**src/rtl/mux_hs_pkg.sv**
```systemverilog
// Shared definitions for the N-way handshake multiplexer: mode encodings and
// the round-robin search helper.
package mux_hs_pkg;

  localparam int MODE_SEL = 0;
  localparam int MODE_RR  = 1;

  typedef struct packed {
    logic       found;
    logic [3:0] idx;
  } rr_pick_t;

  // First set bit of valid[n-1:0], scanning upward from ptr and wrapping at n.
  function automatic rr_pick_t rr_pick(input logic [15:0] valid,
                                       input logic [3:0]  ptr,
                                       input int          n);
    rr_pick_t r;
    int j;
    r = '0;
    for (int i = 0; i < 16; i++) begin
      if (i < n && !r.found) begin
        j = int'(ptr) + i;
        if (j >= n) j = j - n;
        if (valid[j]) begin
          r.found = 1'b1;
          r.idx   = 4'(j);
        end
      end
    end
    return r;
  endfunction

endpackage

```
**src/rtl/hs_skid2.sv**
```systemverilog
// Two-entry FIFO used as the output skid buffer; head entry is presented
// directly, and push is refused while both entries are occupied.
module hs_skid2 #(
  parameter int DW = 8
) (
  input  logic          clk,
  input  logic          rst,
  input  logic          push,
  input  logic [DW-1:0] push_data,
  input  logic          pop,
  output logic [DW-1:0] head,
  output logic          valid,
  output logic [1:0]    count
);

  logic [DW-1:0] mem [2];
  logic          wr_ptr;
  logic          rd_ptr;
  logic          do_push;
  logic          do_pop;

  assign valid   = (count != 2'd0);
  assign do_pop  = pop && valid;
  assign do_push = push && (count != 2'd2);
  assign head    = mem[rd_ptr];

  always_ff @(posedge clk) begin
    if (rst) begin
      mem[0] <= '0;
      mem[1] <= '0;
      wr_ptr <= 1'b0;
      rd_ptr <= 1'b0;
      count  <= 2'd0;
    end else begin
      if (do_push) begin
        mem[wr_ptr] <= push_data;
        wr_ptr      <= ~wr_ptr;
      end
      if (do_pop) rd_ptr <= ~rd_ptr;
      case ({do_push, do_pop})
        2'b10:   count <= count + 2'd1;
        2'b01:   count <= count - 2'd1;
        default: count <= count;
      endcase
    end
  end

endmodule

```
**src/rtl/mux_n_hs.sv**
```systemverilog
// N-way valid/ready multiplexer steered either by a select token stream or by
// a round-robin pointer, merging into a single skid-buffered output channel.
module mux_n_hs
  import mux_hs_pkg::*;
#(
  parameter  int N   = 4,
  parameter  int W   = 8,
  parameter  int ARB = MODE_SEL,
  localparam int SW  = $clog2(N)
) (
  input  logic           clk,
  input  logic           rst,
  input  logic           sel_valid,
  output logic           sel_ready,
  input  logic [SW-1:0]  sel_data,
  input  logic [N-1:0]   in_valid,
  output logic [N-1:0]   in_ready,
  input  logic [N*W-1:0] in_data,
  output logic           out_valid,
  input  logic           out_ready,
  output logic [W-1:0]   out_data,
  output logic [SW-1:0]  out_src,
  output logic           err_sel
);

  logic [1:0]      count;
  logic            space;
  logic            fire;
  logic            drop;
  logic            sel_in_range;
  logic            sel_hit;
  logic [SW-1:0]   grant;
  logic [SW-1:0]   ptr;
  logic [W-1:0]    pick_data;
  logic [W+SW-1:0] head;
  rr_pick_t        pick;

  // Space comes from the registered count only, so out_ready never reaches
  // in_ready/sel_ready combinationally.
  assign space = (count != 2'd2);

  always_comb begin
    pick         = rr_pick(16'(in_valid), 4'(ptr), N);
    sel_in_range = (32'(sel_data) < N);
    sel_hit      = 1'b0;
    for (int i = 0; i < N; i++) begin
      if (sel_data == SW'(i)) sel_hit = in_valid[i];
    end

    fire      = 1'b0;
    drop      = 1'b0;
    grant     = '0;
    sel_ready = 1'b0;
    if (!rst) begin
      if (ARB == MODE_RR) begin
        grant = SW'(pick.idx);
        fire  = pick.found && space;
      end else begin
        grant     = sel_data;
        fire      = sel_valid && sel_in_range && sel_hit && space;
        drop      = sel_valid && !sel_in_range;
        sel_ready = fire || drop;
      end
    end

    in_ready  = '0;
    pick_data = '0;
    for (int i = 0; i < N; i++) begin
      if (grant == SW'(i)) pick_data = in_data[i*W +: W];
      in_ready[i] = fire && (grant == SW'(i));
    end
  end

  always_ff @(posedge clk) begin
    if (rst) begin
      ptr     <= '0;
      err_sel <= 1'b0;
    end else begin
      err_sel <= drop;
      if (ARB == MODE_RR && fire) begin
        ptr <= (int'(grant) == N - 1) ? '0 : grant + 1'b1;
      end
    end
  end

  hs_skid2 #(
    .DW (W + SW)
  ) u_skid (
    .clk       (clk),
    .rst       (rst),
    .push      (fire),
    .push_data ({pick_data, grant}),
    .pop       (out_ready),
    .head      (head),
    .valid     (out_valid),
    .count     (count)
  );

  assign {out_data, out_src} = head;

endmodule

```
**config.mk**
```make
export PLATFORM = sky130hd
export DESIGN_NAME = mux_n_hs
export DESIGN_NICKNAME = d
export VERILOG_FILES = /design/src/rtl/mux_hs_pkg.sv /design/src/rtl/hs_skid2.sv /design/src/rtl/mux_n_hs.sv
export SDC_FILE = /design/constraint.sdc
export NUM_CORES = 1
export LEC_CHECK = 0
export CORE_MARGIN = 4
export CORE_UTILIZATION = 43
export DETAILED_ROUTE_END_ITERATION = 8
export GPL_TIMING_DRIVEN = 0
export MAX_ROUTING_LAYER = met4
export PLACE_DENSITY_LB_ADDON = 0.1
export SYNTH_ARGS = -nofsm -noshare
export SYNTH_HDL_FRONTEND = slang
export SYNTH_SLANG_ARGS = --single-unit
```
**constraint.sdc**
```tcl
create_clock -name clk -period 2.36 [get_ports clk]
set_input_delay 0.472 -clock clk [delete_from_list [all_inputs] [get_ports clk]]
set_output_delay 0.472 -clock clk [all_outputs]
set_load 0.01 [all_outputs]
```
==> flow_metrics.py, run 1 <==
metrics = {
    "pwr": {
        "power_density_mw_per_mm2": 509,
        "power.share.switching_pct": 27.1,
        "switchingPower_mw": 0.298,
        "p_leak_nw": 0.835,
        "clockPowerShare_pct": 17.1,
        "seqPwrFrac_pct": 49.4,
        "ir_drop_mv": 0.355,
        "p_total_mw": 1.10,
        "p_int_mw": 0.804,
        "comb_power_share_pct": 33.5,
    },
    "floorplan": {
        "num_rows": 20,
        "core_area_mm2": 0.00315,
        "dieArea_mm2": 0.00439,
        "start_util_pct": 46.2,
        "die_w_um": 66.2,
        "die_h_um": 66.2,
        "io_pins": 59,
    },
    "grt": {
        "grt_start_max_net_pins": 14,
        "antenna_found_initial": 0,
        "first_global_vias": 1353,
        "grt_pass1_wl_mm": 5.97,
        "groute.usage.overall_pct": 18.4,
        "gr-total-overflow": 0,
    },
    "synth": {
        "synthesis.area_mm2": 0.00146,
        "synth.avg_cell_area_um2": 11.0,
        "ys_warn_count": 0,
        "synthXorXnorAreaFrac_pct": 1.80,
        "ys_ff_latch": 25,
        "synth_top_area_share_pct": 41.2,
        "synth-seq-area-share_pct": 48.1,
        "synth-simple-area-share_pct": 16.8,
        "synth_fa_ha_area_share_pct": 0.858,
        "yosysTopAreaCell": "edfxtp_1",
        "yosysUniqueCellTypes": 34,
        "synth_mux_area_share_pct": 13.1,
        "syn_inst": 132,
        "ys_top_cells_by_area": "edfxtp_1 41%, mux2_2 12%, dfxtp_1 6.9%",
        "synth_nets": 175,
        "synth_top_family_by_area": "simple AND/OR/NAND/NOR gates",
        "synth-compound-area-share_pct": 14.1,
    },
    "sta": {
        "maxClockFrequency_mhz": 434,
        "finClkSkew_ns": 0.0199,
        "fin_tns_setup_ns": 0,
        "slew_violations": 0,
        "setup_viol": 0,
        "worst_pin_slew_ns": 0.526,
        "finalHoldViolCount": 0,
        "period_needed_ns": 2.31,
        "timing.final.crit_share_pct": 97.7,
        "rsz0062_at_grt": "no",
        "max_slew_margin_pct": 64.9,
    },
    "run": {
        "maxCapViolations": 0,
    },
    "critical_path": {
        "path_class": "input port to output port",
        "start_kind": "input port",
        "crit_chain": "clkdlybuf4s50_1 > mux4_2 > nand3_4 > inv_1 > dlygate4sd2_1",
        "crit_fanout": 3,
        "arrival_ns": 1.83,
        "slowest_stage": "mux4_2",
        "crit_buf_inv": 3,
        "crit_family": "buffers and inverters",
        "required_ns": 1.89,
        "endpoint_kind": "output port",
        "slowest_delay_ns": 0.53,
    },
    "drt": {
        "via_count": 1262,
        "totalWireLength_mm": 3.76,
        "drt_iter0_markers": 70,
        "wl_per_cell_um": 15.8,
        "drt_pass1_iterations": 5,
        "via_per_inst": 5.30,
        "ant_nets": 0,
        "drc": 0,
    },
    "placement": {
        "dp_hpwl_mm": 2.94,
        "gpl.final_weighted_congestion": 0.750,
        "numPortBuffers": 56,
    },
    "status": {
        "outcome": "completed",
    },
    "cts": {
        "h-tree-depth": 1,
        "cts_tree": "done",
        "cts_sinks": 25,
        "insertion_delay_ns": 0.32,
        "clock_tree.buffer_depth": 2,
        "numCtsBuffers": 3,
        "cts.root.buffer_cell": "clkbuf_4",
        "cts.clk_slew.worst_paths_ns": 0.14,
    },
    "layout": {
        "fin_nets": 238,
        "diodes": 0,
        "syn_to_final_growth_pct": 48.4,
        "layout-drive-gt1-share_pct": 19.1,
    },
    "min_path": {
        "min_path_type": "register to register",
    },
}
## power groups by stage
stage,combinational [mW],clock [mW],sequential (mW)
floorplan,0.194,0,0.535
global placement,0.361,0,0.538
detailed placement,0.371,0,0.541
CTS,0.364,0.187,0.544
global route,0.398,0.209,0.550
finish,0.369,0.189,0.544
## metrics by stage
stage / util [%] / hold slack, ns / instances / cell area, um^2 / setup slack (ns)
2_1_floorplan: - / 0.480 / 132 / 1460 / 0.350
3_3_place_gp: 65.8 / 0.492 / 232 / 2070 / -0.483
3_5_place_dp: 65.8 / 0.502 / 232 / 2070 / -0.548
4_1_cts: 67.7 / 0.540 / 237 / 2140 / -0.124
5_1_grt: 68.6 / 0.582 / 238 / 2160 / 0.000457
6_report: 68.6 / 0.537 / 238 / 2160 / 0.0534
## final timing paths
check	startpoint	end	slack [ns]	depth (start not counted)
worst max-delay path	in_valid[3]	sel_ready	0.05	5
worst min-delay path	u_skid.rd_ptr	register	0.54	2
worst max register to register	u_skid.count[0]	u_skid.count[1]	0.66	5
worst min register to register	u_skid.rd_ptr	register	0.54	2
## cells in the mapped netlist
library cell,instances
nand2b_1,3
nor2b_1,7
xor2_1,1
a21oi_1,14
and3b_1,3
clkbuf_1,5
a21o_1,3
mux4_2,1
nor3b_1,1
or2_2,1
inv_1,4
nand4_1,2
and2_1,1
a32oi_1,3
a22oi_1,3
o21ai_0,4
a222oi_1,2
buf_2,1
edfxtp_1,20
and4_1,3
dfxtp_1,5
xnor2_1,2
a31o_1,1
nand3_1,1
ha_1,1
o21a_1,1
o21bai_1,1
or3_1,1
nor2_1,11
conb_1,1
mux2_2,15
nand3b_1,6
buf_6,1
buf_4,3
## worst min-delay path, stage by stage (launching register included)
cell and delay [ns]:
dfxtp_1 0.36, xnor2_1 0.08, nor2_1 0.07
## layout make-up
type	instances	area, um^2
Buffer	9	65.1
Clock buffer	4	26.3
Fill cell	267	990
Inverter	4	18.8
Multi-Input combinational cell	93	718
Sequential cell	25	702
Tap cell	44	55.1
Timing Repair Buffer	59	578
## cell usage in the layout, fill, tap and decap left out, drive strengths merged, types with 2 or more instances in the layout
master,instances
a21o,3
a21oi,14
a222oi,2
a22oi,3
a32oi,3
and3b,3
and4,3
buf,9
clkbuf,8
clkdlybuf4s50,49
dfxtp,5
dlygate4sd2,4
dlymetal6s2s,2
edfxtp,20
inv,3
mux2,15
nand2b,3
nand3b,6
nand4,2
nor2,11
nor2b,7
o21ai,4
xnor2,2
## sequential cells by signal (all words and copies together) (netlist names), named ones only
name	count
u_skid.wr_ptr	1
u_skid.rd_ptr	1
u_skid.count	2
u_skid.mem	20
## metal layers
| metal | share of wire, % | GRT usage [%] |
|---|---|---|
| met1 | 42 | 21.5 |
| met2 | 51 | 32.1 |
| met3 | 6.6 | 3.74 |
| met4 | 0.56 | 4.57 |
| met5 | 0 | - |
## cell families (layout without fill, tap and decap cells)
group                      after synthesis  after routing
AOI/OAI and AO/OA                       32             32
xor gates and xnor gates                 3              3
adders and majority gates                1              1
buffers and inverters                   14             76
DFF                                     25             25
muxes                                   16             16
other                                    1              1
and+or+nand+nor                         40             40
## timing repair
item,4_1_cts,5_1_grt
setup buffers,2,1
pin swaps,0,1
endpoints found under the setup margin,15,12
hold buffers,0,0
gates resized for setup,14,10
endpoints found under the hold margin,0,0
No activity file was read; power rests on OpenSTA's default activity.
==> inputs of run 2 (changes only) <==
--- a/config.mk
+++ b/config.mk
@@ -5,6 +5,8 @@
 export SDC_FILE = /design/constraint.sdc
 export NUM_CORES = 1
 export LEC_CHECK = 0
+export ABC_CLOCK_PERIOD_IN_PS = 2360
+export CAP_MARGIN = 25
 export CORE_MARGIN = 4
 export CORE_UTILIZATION = 43
 export DETAILED_ROUTE_END_ITERATION = 8
==> results of run 2 <==
Final layout, timing and power as in run 1 (identical DEF).
